### src/rtl/conv_mul_share_arbiter_if.sv
// Requester/consumer bundle for the shared multiplier arbiter.
// The requester side (operand lanes plus result consumer) uses the master modport,
// the arbiter itself uses the slave modport.
interface conv_mul_share_arbiter_if #(
    parameter int NUM_REQ    = 4,
    parameter int din0_WIDTH = 16,
    parameter int din1_WIDTH = 8,
    parameter int dout_WIDTH = 24,
    parameter int TAG_W      = (NUM_REQ > 1) ? $clog2(NUM_REQ) : 1
) ();

    logic [NUM_REQ-1:0]            req_valid;
    logic [NUM_REQ-1:0]            req_ready;
    logic [NUM_REQ*din0_WIDTH-1:0] req_din0;
    logic [NUM_REQ*din1_WIDTH-1:0] req_din1;
    logic                          rsp_valid;
    logic [TAG_W-1:0]              rsp_tag;
    logic [dout_WIDTH-1:0]         rsp_dout;
    logic                          busy;

    modport master (
        output req_valid,
        output req_din0,
        output req_din1,
        input  req_ready,
        input  rsp_valid,
        input  rsp_tag,
        input  rsp_dout,
        input  busy
    );

    modport slave (
        input  req_valid,
        input  req_din0,
        input  req_din1,
        output req_ready,
        output rsp_valid,
        output rsp_tag,
        output rsp_dout,
        output busy
    );

endinterface

### src/rtl/conv_mul_share_arbiter.sv
// Round-robin arbiter time-sharing one signed din0 x din1 multiplier pipeline among
// NUM_REQ requesters. A granted operand pair enters stage 1; each ce=1 cycle advances
// every stage, and the tagged product leaves the last stage NUM_STAGE cycles later.
// Stage 1 holds the raw operands; the multiply sits between stage 1 and stage 2 so the
// arbitration mux and the multiplier are not in the same cycle. With a single stage the
// product is formed combinationally from the stage-1 operands.
module conv_mul_share_arbiter #(
    parameter int NUM_REQ    = 4,
    parameter int NUM_STAGE  = 2,
    parameter int din0_WIDTH = 16,
    parameter int din1_WIDTH = 8,
    parameter int dout_WIDTH = 24
) (
    input  logic                   ap_clk,
    input  logic                   ap_rst,
    input  logic                   ce,
    conv_mul_share_arbiter_if.slave bus
);

    localparam int TAG_W  = (NUM_REQ > 1) ? $clog2(NUM_REQ) : 1;
    localparam int PROD_W = din0_WIDTH + din1_WIDTH;

    logic [TAG_W-1:0]              r_rr_ptr;
    logic [NUM_REQ-1:0]            w_grant;
    logic                          w_found;
    logic [TAG_W-1:0]              w_grant_idx;
    int                            w_idx;

    logic signed [din0_WIDTH-1:0]  w_sel_a;
    logic signed [din1_WIDTH-1:0]  w_sel_b;

    logic [NUM_STAGE-1:0]          r_vld;
    logic [TAG_W-1:0]              r_tag [NUM_STAGE];
    logic signed [din0_WIDTH-1:0]  r_a;
    logic signed [din1_WIDTH-1:0]  r_b;

    logic signed [PROD_W-1:0]      w_full;
    logic [dout_WIDTH-1:0]         w_prod;

    // Round-robin search starting at r_rr_ptr; the index wraps explicitly so a
    // non-power-of-two NUM_REQ never produces an out-of-range grant.
    always_comb begin
        w_grant     = '0;
        w_found     = 1'b0;
        w_grant_idx = '0;
        w_idx       = 0;
        if (ce && !ap_rst) begin
            for (int k = 0; k < NUM_REQ; k++) begin
                w_idx = int'(r_rr_ptr) + k;
                if (w_idx >= NUM_REQ) begin
                    w_idx = w_idx - NUM_REQ;
                end
                if (!w_found && bus.req_valid[w_idx]) begin
                    w_found        = 1'b1;
                    w_grant_idx    = TAG_W'(w_idx);
                    w_grant[w_idx] = 1'b1;
                end
            end
        end
    end

    assign bus.req_ready = w_grant;

    // Operand mux for the granted lane (don't-care when nothing is granted).
    assign w_sel_a = $signed(bus.req_din0[int'(w_grant_idx)*din0_WIDTH +: din0_WIDTH]);
    assign w_sel_b = $signed(bus.req_din1[int'(w_grant_idx)*din1_WIDTH +: din1_WIDTH]);

    // Full-precision signed product of the stage-1 operands, then sized to dout_WIDTH
    // (sign-extends when wider, keeps the low bits when narrower).
    assign w_full = PROD_W'(r_a) * PROD_W'(r_b);
    assign w_prod = dout_WIDTH'(w_full);

    // Pointer moves just past the lane that transferred; otherwise it holds.
    always_ff @(posedge ap_clk) begin
        if (ap_rst) begin
            r_rr_ptr <= '0;
        end else if (ce && w_found) begin
            if (int'(w_grant_idx) == NUM_REQ - 1) begin
                r_rr_ptr <= '0;
            end else begin
                r_rr_ptr <= w_grant_idx + 1'b1;
            end
        end
    end

    // Stage 1 captures operands and tag only on a transfer so bubbles never disturb them.
    always_ff @(posedge ap_clk) begin
        if (ap_rst) begin
            r_a <= '0;
            r_b <= '0;
        end else if (ce && w_found) begin
            r_a <= w_sel_a;
            r_b <= w_sel_b;
        end
    end

    // Valid bits shift every enabled cycle; tags follow only behind a valid bit so the
    // output tag keeps its last value across gaps.
    always_ff @(posedge ap_clk) begin
        if (ap_rst) begin
            r_vld <= '0;
            for (int s = 0; s < NUM_STAGE; s++) begin
                r_tag[s] <= '0;
            end
        end else if (ce) begin
            r_vld[0] <= w_found;
            if (w_found) begin
                r_tag[0] <= w_grant_idx;
            end
            for (int s = 1; s < NUM_STAGE; s++) begin
                r_vld[s] <= r_vld[s-1];
                if (r_vld[s-1]) begin
                    r_tag[s] <= r_tag[s-1];
                end
            end
        end
    end

    generate
        if (NUM_STAGE == 1) begin : g_single
            assign bus.rsp_dout = w_prod;
        end else begin : g_deep
            logic [dout_WIDTH-1:0] r_prod [1:NUM_STAGE-1];

            // Product stages behind stage 1; data moves only with a valid bit.
            always_ff @(posedge ap_clk) begin
                if (ap_rst) begin
                    for (int s = 1; s < NUM_STAGE; s++) begin
                        r_prod[s] <= '0;
                    end
                end else if (ce) begin
                    if (r_vld[0]) begin
                        r_prod[1] <= w_prod;
                    end
                    for (int s = 2; s < NUM_STAGE; s++) begin
                        if (r_vld[s-1]) begin
                            r_prod[s] <= r_prod[s-1];
                        end
                    end
                end
            end

            assign bus.rsp_dout = r_prod[NUM_STAGE-1];
        end
    endgenerate

    assign bus.rsp_valid = r_vld[NUM_STAGE-1];
    assign bus.rsp_tag   = r_tag[NUM_STAGE-1];
    assign bus.busy      = |r_vld;

endmodule
### src/flat_wrapper.sv
// flat-port wrapper written by rule: the top's interface ports become plain ports
module conv_mul_share_arbiter_flat 
#(
    parameter int NUM_REQ    = 4,
    parameter int NUM_STAGE  = 2,
    parameter int din0_WIDTH = 16,
    parameter int din1_WIDTH = 8,
    parameter int dout_WIDTH = 24
)
  (ap_clk, ap_rst, ce, bus_req_valid, bus_req_din0, bus_req_din1, bus_req_ready, bus_rsp_valid, bus_rsp_tag, bus_rsp_dout, bus_busy);
  conv_mul_share_arbiter_if #(.NUM_REQ(NUM_REQ), .din0_WIDTH(din0_WIDTH), .din1_WIDTH(din1_WIDTH), .dout_WIDTH(dout_WIDTH)) bus_i ();
  input  logic ap_clk;
  input  logic ap_rst;
  input  logic ce;
  input wire logic [$bits(bus_i.req_valid)-1:0] bus_req_valid;
  input wire logic [$bits(bus_i.req_din0)-1:0] bus_req_din0;
  input wire logic [$bits(bus_i.req_din1)-1:0] bus_req_din1;
  output wire logic [$bits(bus_i.req_ready)-1:0] bus_req_ready;
  output wire logic [$bits(bus_i.rsp_valid)-1:0] bus_rsp_valid;
  output wire logic [$bits(bus_i.rsp_tag)-1:0] bus_rsp_tag;
  output wire logic [$bits(bus_i.rsp_dout)-1:0] bus_rsp_dout;
  output wire logic [$bits(bus_i.busy)-1:0] bus_busy;
  assign bus_i.req_valid = bus_req_valid;
  assign bus_i.req_din0 = bus_req_din0;
  assign bus_i.req_din1 = bus_req_din1;
  assign bus_req_ready = bus_i.req_ready;
  assign bus_rsp_valid = bus_i.rsp_valid;
  assign bus_rsp_tag = bus_i.rsp_tag;
  assign bus_rsp_dout = bus_i.rsp_dout;
  assign bus_busy = bus_i.busy;
  conv_mul_share_arbiter #(.NUM_REQ(NUM_REQ), .NUM_STAGE(NUM_STAGE), .din0_WIDTH(din0_WIDTH), .din1_WIDTH(din1_WIDTH), .dout_WIDTH(dout_WIDTH)) u_core (.ap_clk(ap_clk), .ap_rst(ap_rst), .ce(ce), .bus(bus_i));
endmodule
### config.mk
export PLATFORM = sky130hd
export DESIGN_NAME = conv_mul_share_arbiter_flat
export DESIGN_NICKNAME = d
export VERILOG_FILES = /design/src/rtl/conv_mul_share_arbiter_if.sv /design/src/rtl/conv_mul_share_arbiter.sv /design/src/flat_wrapper.sv
export SDC_FILE = /design/constraint.sdc
export NUM_CORES = 1
export LEC_CHECK = 0
export CAP_MARGIN = 25
export CELL_PAD_IN_SITES_DETAIL_PLACEMENT = 1
export CELL_PAD_IN_SITES_GLOBAL_PLACEMENT = 1
export CORE_MARGIN = 2
export CORE_UTILIZATION = 38
export DETAILED_ROUTE_END_ITERATION = 10
export GPL_TIMING_DRIVEN = 0
export PLACE_DENSITY_LB_ADDON = 0.1
export SYNTH_ARGS = -nofsm -noshare
export SYNTH_HDL_FRONTEND = slang
export SYNTH_SLANG_ARGS = --single-unit
export TNS_END_PERCENT = 30
### constraint.sdc
create_clock -name ap_clk -period 5.6 [get_ports ap_clk]
set_clock_uncertainty 0.2 [all_clocks]
set_input_delay 1.68 -clock ap_clk [delete_from_list [all_inputs] [get_ports ap_clk]]
set_output_delay 1.68 -clock ap_clk [all_outputs]
set_load 0.01 [all_outputs]
# [Yosys cells after proc, flatten, opt, wreduce, memory -nomap -nowiden]
# Memories as Yosys holds them, arrays and structs flattened.
# Cells that the tools add are included.
[word_totals] ff_bits=28 latchBits=0 ramBits=28 rom_bits=0 inputBits=103 memories=2
[classes] n_addsub=8 multipliers=1 n_div=0 order_cmp=12 n_eq_ne=1 n_shift=2 mux=63 n_bitwise=6 reduce_logical=14
[mem_list] memory="u_core.g_deep.r_prod" words=1 word_bits=24 rd=1 rd_ports_with_merged_regs=0 wr=1 line_no="conv_mul_share_arbiter.sv:123" source="logic [dout_WIDTH-1:0] r_prod [1:NUM_STAGE-1];"
[mem_list] memory="u_core.r_tag" words=2 word_bits=2 rd=2 rd_ports_with_merged_regs=0 wr=2 line_no="conv_mul_share_arbiter.sv:33" source="logic [TAG_W-1:0] r_tag [NUM_STAGE];"
[ops] cell="32-bit 2-to-1 mux" count=8
[ops] cell="32-bit by 1-bit >= comparator with 1-bit output, second input constant" count=4
[ops] cell="32-bit by 4-bit less-than comparator with 1-bit output, second input constant" count=4
[ops] cell="32-bit by 4-bit >= comparator with 1-bit output, second input constant" count=3
[ops] cell="32-bit by 4-bit subtractor with 32-bit output, second input constant" count=3
[ops] cell="64-bit by 7-bit variable part select with 16-bit output" count=1
[ops] cell="4-bit 2-to-1 mux" count=8
[ops] cell="32-bit by 6-bit variable part select with 8-bit output" count=1
[ops] cell="1-bit 2-to-1 mux" count=30
[ops] cell="16-bit by 8-bit multiplier with 24-bit output" count=1
[ops] cell="24-bit 2-to-1 mux" count=1
[ops] cell="2-bit 2-to-1 mux" count=8
[ops] cell="4-bit bitwise OR" count=3
[ops] cell="1-bit logical AND" count=9
[ops] cell="1-bit binary-select mux with 2-bit select" count=4
[ops] cell="1-bit demux with 2-bit select" count=4
[ops] cell="2-bit by 2-bit adder with 3-bit output, second input constant" count=2
[ops] cell="1-bit zero test" count=4
[ops] cell="2-bit by 3-bit subtractor with 4-bit output, second input constant" count=1
[ops] cell="2-bit by 1-bit adder with 3-bit output, second input constant" count=1
[ops] cell="2-bit by 3-bit >= comparator with 1-bit output, second input constant" count=1
[ops] cell="1-bit bitwise OR" count=3
[ops] cell="2-bit by 1-bit adder with 2-bit output, second input constant" count=1
[ops] cell="2-bit by 1-bit == test with 1-bit output, second input constant" count=1
[ops] cell="2-bit OR reduction" count=1

# [Depth between registers and ports, before layout]
# Gate-level depths: netlist of the first run.
[depth] depth_word=25 ltp_mapped=18 ltp_nobuf=17

# [Worst setup path after synthesis of the first run]
# No wires, ideal clock.
[synth_path] kind="register to register" startpoint="register u_core.r_b[7]" endpoint="memory u_core.g_deep.r_prod[1][23] (data pin)" arrival_time_ns=4.766 required_time_ns=5.130 setup_slack_ns=0.365 stages_incl_launch_ff=18 n_path_buf=1 synth_period_minus_slack_ns=5.235 path_cell_list="dfxtp_1 -> inv_1 -> buf_1 -> nor2_1 -> fa_1 -> fa_1 -> fa_1 -> inv_1 -> fa_1 -> inv_1 -> ha_1 -> a21o_1 -> a211o_1 -> a221o_1 -> a31o_2 -> o211ai_1 -> and3b_1 -> nor3_1"
[synth_via] elab_chain_cells=2
[synth_lines] item="from (decl)" line_no="conv_mul_share_arbiter.sv:35" source="logic signed [din1_WIDTH-1:0] r_b;"
[synth_lines] item="from (signal assigned)" line_no="conv_mul_share_arbiter.sv:93" source="r_b <= w_sel_b;"
[synth_lines] item="16-bit by 8-bit multiplier with 24-bit output" line_no="conv_mul_share_arbiter.sv:70" source="assign w_full = PROD_W'(r_a) * PROD_W'(r_b);"
[synth_lines] item="24-bit 2-to-1 mux (no line)"
[synth_lines] item="to (decl)" line_no="conv_mul_share_arbiter.sv:123"
# Every way passes these cells.

# [Final worst setup path of the first run]
[layout_path] startpoint="input bus_req_valid[2]" endpoint="output bus_req_ready[0]"
[layout_via] elab_chain_cells=17 elab_cells_between_ends=35
[layout_lines] item="from (decl)" line_no="flat_wrapper.sv:15" source="input wire logic [$bits(bus_i.req_valid)-1:0] bus_req_valid;"
[layout_lines] item="1-bit binary-select mux with 2-bit select" line_no="conv_mul_share_arbiter.sv:53" source="if (!w_found && bus.req_valid[w_idx]) begin"
[layout_lines] item="1-bit 2-to-1 mux (not written as such) (2 in a row)" line_no="conv_mul_share_arbiter.sv:53"
[layout_lines] item="1-bit 2-to-1 mux" line_no="conv_mul_share_arbiter.sv:53"
[layout_lines] item="1-bit 2-to-1 mux" line_no="conv_mul_share_arbiter.sv:47" source="if (ce && !ap_rst) begin"
[layout_lines] item="1-bit zero test" line_no="conv_mul_share_arbiter.sv:53"
[layout_lines] item="1-bit logical AND" line_no="conv_mul_share_arbiter.sv:53"
[layout_lines] item="1-bit 2-to-1 mux" line_no="conv_mul_share_arbiter.sv:53"
[layout_lines] item="1-bit 2-to-1 mux" line_no="conv_mul_share_arbiter.sv:47"
[layout_lines] item="1-bit zero test" line_no="conv_mul_share_arbiter.sv:53"
[layout_lines] item="1-bit logical AND" line_no="conv_mul_share_arbiter.sv:53"
[layout_lines] item="1-bit 2-to-1 mux" line_no="conv_mul_share_arbiter.sv:53"
[layout_lines] item="1-bit 2-to-1 mux" line_no="conv_mul_share_arbiter.sv:47"
[layout_lines] item="1-bit zero test" line_no="conv_mul_share_arbiter.sv:53"
[layout_lines] item="1-bit logical AND" line_no="conv_mul_share_arbiter.sv:53"
[layout_lines] item="4-bit 2-to-1 mux *" line_no="conv_mul_share_arbiter.sv:53"
[layout_lines] item="4-bit 2-to-1 mux *" line_no="conv_mul_share_arbiter.sv:47"
[layout_lines] item="to (decl)" line_no="flat_wrapper.sv:18" source="output wire logic [$bits(bus_i.req_ready)-1:0] bus_req_ready;"
# Every way passes the cells marked *; elsewhere a longest branch is shown, timed or not. The select of a mux whose other input is x is not followed.

==> results_dict.tcl, run 1 <==
set metrics [dict create \
    antenna_found_initial 0 \
    cts_tree "yes" \
    met2_usage 0.392 \
    p_switching_uw 900 \
    arrival_ns 3.59 \
    grt.busiest_layer "met2" \
    hold_path.startpoint "u_core.r_vld[0]$_SDFFE_PP0P_" \
    layout_common_cells "inv_1, clkdlybuf4s50_1, fa_1, and2_1, nand2_1" \
    wl_per_cell_um 17.9 \
    dieArea_mm2 0.0212 \
    diodes 0 \
    n_fill_cell 2250 \
    startpoint_type "primary input" \
    setup_viol 0 \
    drt-total-wl_um 21600 \
    area_growth_pct 25.1 \
    crit_type "primary input to output port" \
    async_flop_share 0 \
    hold_viol 0 \
    drive_above_1_share 0.0669 \
    grt_pass1_vias 6935 \
    tightestPinTransition_ns 0.776 \
    track_usage 0.210 \
    vias_per_cell 5.07 \
    grt_use_met3 0.0263 \
    r2r_cells 16 \
    hold-worst-slack_ns 0.274 \
    ys_seq_elements 56 \
    layout_commonest_cell "inv_1" \
    power_frac_comb 0.570 \
    switching_share 0.434 \
    r2r-end "u_core.g_deep.r_prod[1][23]$_SDFFCE_PN0P_" \
    core_mm2 0.0196 \
    power_mw 2.07 \
    r2r_slack_ns 0.15 \
    clkPwrFrac 0.164 \
    initial_core_util 0.389 \
    synth-edff-count 28 \
    use_met1 0.257 \
    yosysWarnings 0 \
    syn_area_mm2 0.00762 \
    maxSlewViolCount 0 \
    leakagePower_nw 4.25 \
    seq_power_share 0.266 \
    rows 51 \
    dp_hpwl_um 18500 \
    fmax_mhz 183 \
    clk_path_buf_depth 2 \
    rsz0062_at_grt "yes" \
    post-route-min-period_ns 5.47 \
    grt_max_degree 27 \
    numCtsBuffers 5 \
    synth_cells 798 \
    cap_violations 0 \
    synthFlopType "edfxtp_1" \
    ir_drop_uv 119 \
    hold_buffers 0 \
    drc_errors 0 \
    clock_latency_ns 0.31 \
    r2r-start "u_core.r_b[4]$_SDFFE_PP0P_" \
    globalplace.congestion 0.904 \
    synth.net_count 1054 \
    grt_pass1_wl_um 35700 \
    period_share 0.976 \
    vias 6114 \
    firstDrtPassIters 4 \
    die_w_um 146 \
    drtAntennaViolNets 0 \
    fin_nets 1197 \
    die_h_um 146 \
    clkTransAtPathRegs_ns 0.08 \
    ys_types 64 \
    worstHoldPathCells 2 \
    drtIter0Drc 244 \
    cts_max_level 2 \
    io_pins 135 \
    multi_input_area_mm2 0.00551 \
    hold_path_end "u_core.r_vld[0]$_SDFFE_PP0P_" \
    syn_avg_cell_area_um2 9.55 \
    hp-class "flop to flop" \
    power.density_mw_per_mm2 217 \
    regArea_mm2 0.00141 \
    cts_root_buffer "clkbuf_16" \
    io_buffers 134 \
    intPower_mw 1.17 \
    crit_fanout 10 \
    crit_required_ns 3.72 \
    synth.yosys.seq_area_share 0.184 \
    status "completed" \
    cts.sinks 56 \
    end_kind "output port" \
    relSlewSlack 0.482 \
    grt_overflow_total 0 \
]
-- stage by stage --
stage               instance area [µm²]  utilization  std cells  setup WS, ns  TNS, ns
floorplan                          7620            -        798         0.365        0
global route                       9540        0.487       1207       -0.0980  -0.0980
global placement                   9300        0.475       1197        -0.534    -2.96
CTS                                9510        0.485       1207       -0.0374  -0.0374
detailed placement                 9300        0.475       1197        -0.658    -3.81
finish                             9540        0.487       1207         0.133        0
-- cells in the mapped netlist, drive strengths merged, types with 5 or more instances --
library cell / number / area (µm²)
a21o: 10 / 75.1
a21oi: 17 / 100
and2: 97 / 607
buf: 15 / 161
clkbuf: 15 / 56.3
dfxtp: 28 / 561
edfxtp: 28 / 841
fa: 103 / 2060
ha: 50 / 626
inv: 142 / 533
mux2i: 50 / 500
nand2: 60 / 225
nand2b: 5 / 31.3
nand3: 5 / 35.0
nor2: 44 / 173
nor3: 12 / 60.1
o21a: 7 / 52.6
o21ai: 14 / 81.3
o221ai: 24 / 210
xnor2: 8 / 70.1
xor2: 5 / 43.8
-- repair_timing --
action | in CTS | in global routing
setup endpoints to repair | 12 | 7
gates resized for setup | 27 | 16
setup buffers | 2 | 0
pin swaps | 1 | 2
-- worst max-delay path, stage by stage --
cell and delay [ns]:
dlygate4sd2_1 0.30, mux4_2 0.52, buf_6 0.17, nor4b_4 0.39
a221oi_1 0.13, nor2_1 0.12, dlygate4sd2_1 0.27
-- flip-flops by register name, summed over array words and instances, names as in the netlist --
name / cells
u_core.r_b: 8
u_core.r_vld: 2
u_core.g_deep.r_prod: 24
u_core.r_rr_ptr: 2
u_core.r_a: 16
u_core.r_tag: 4
-- power by group through the flow --
| stage | Clock, mW | Sequential, mW | Combinational (mW) |
|---|---|---|---|
| after floorplan | 0 | 0.532 | 0.815 |
| final | 0.340 | 0.551 | 1.18 |
| after global placement | 0 | 0.557 | 1.13 |
| after detailed placement | 0 | 0.559 | 1.18 |
| after CTS | 0.348 | 0.550 | 1.20 |
| after global routing | 0.363 | 0.561 | 1.35 |
-- how the worst max path moves through the flow --
stage | slack (ns) | endpoint | from
2_1_floorplan | 0.36 | u_core.g_deep.r_prod[1][23]$_SDFFCE_PN0P_ | u_core.r_b[7]$_SDFFE_PP0P_
3_3_place_gp | -0.53 | bus_req_ready[2] | bus_req_valid[2]
3_5_place_dp | -0.66 | bus_req_ready[1] | bus_req_valid[1]
4_1_cts | -0.04 | bus_req_ready[1] | bus_req_valid[2]
5_1_grt | -0.1 | u_core.g_deep.r_prod[1][23]$_SDFFCE_PN0P_ | u_core.r_a[15]$_SDFFE_PP0P_
6_report | 0.13 | bus_req_ready[0] | bus_req_valid[2]
-- area by class of cell --
| class | count | share of cell area |
|---|---|---|
| multi-input combinational | 569 | 0.578 |
| sequential | 56 | 0.148 |
| timing repair buffer | 136 | 0.142 |
| inverter | 143 | 0.0566 |
| tap | 265 | 0.0348 |
| buffer | 30 | 0.0258 |
| clock buffer | 5 | 0.0131 |
| clock inverter | 3 | 0.00236 |
-- routing by layer --
metal	share of wire	wire length, µm	up-vias
met3	0.034	741	20
met5	0	0	-
met1	0.43	9380	3069
met4	0.016	350	0
li1	-	-	2888
met2	0.51	11100	137
-- kinds of logic after synthesis --
logic type / count (synthesis) / synth area share
buffers and inverters: 173 / 0.0990
flip-flops: 56 / 0.184
adder cells (fa/ha/maj): 153 / 0.353
XOR/XNOR: 13 / 0.0149
multiplexers: 55 / 0.0789
AND/OR/NAND/NOR: 247 / 0.171
AO/OA/AOI/OAI: 101 / 0.100
(Power assumes the default switching activity.)
==> inputs of run 2 (changes only) <==
--- a/config.mk
+++ b/config.mk
@@ -5,13 +5,14 @@
 export SDC_FILE = /design/constraint.sdc
 export NUM_CORES = 1
 export LEC_CHECK = 0
-export CAP_MARGIN = 25
+export CAP_MARGIN = 0
 export CELL_PAD_IN_SITES_DETAIL_PLACEMENT = 1
 export CELL_PAD_IN_SITES_GLOBAL_PLACEMENT = 1
 export CORE_MARGIN = 2
 export CORE_UTILIZATION = 38
 export DETAILED_ROUTE_END_ITERATION = 10
 export GPL_TIMING_DRIVEN = 0
+export HOLD_SLACK_MARGIN = 0.15
 export PLACE_DENSITY_LB_ADDON = 0.1
 export SYNTH_ARGS = -nofsm -noshare
 export SYNTH_HDL_FRONTEND = slang
==> results of run 2 <==
Final layout, timing and power as in run 1 (identical DEF).
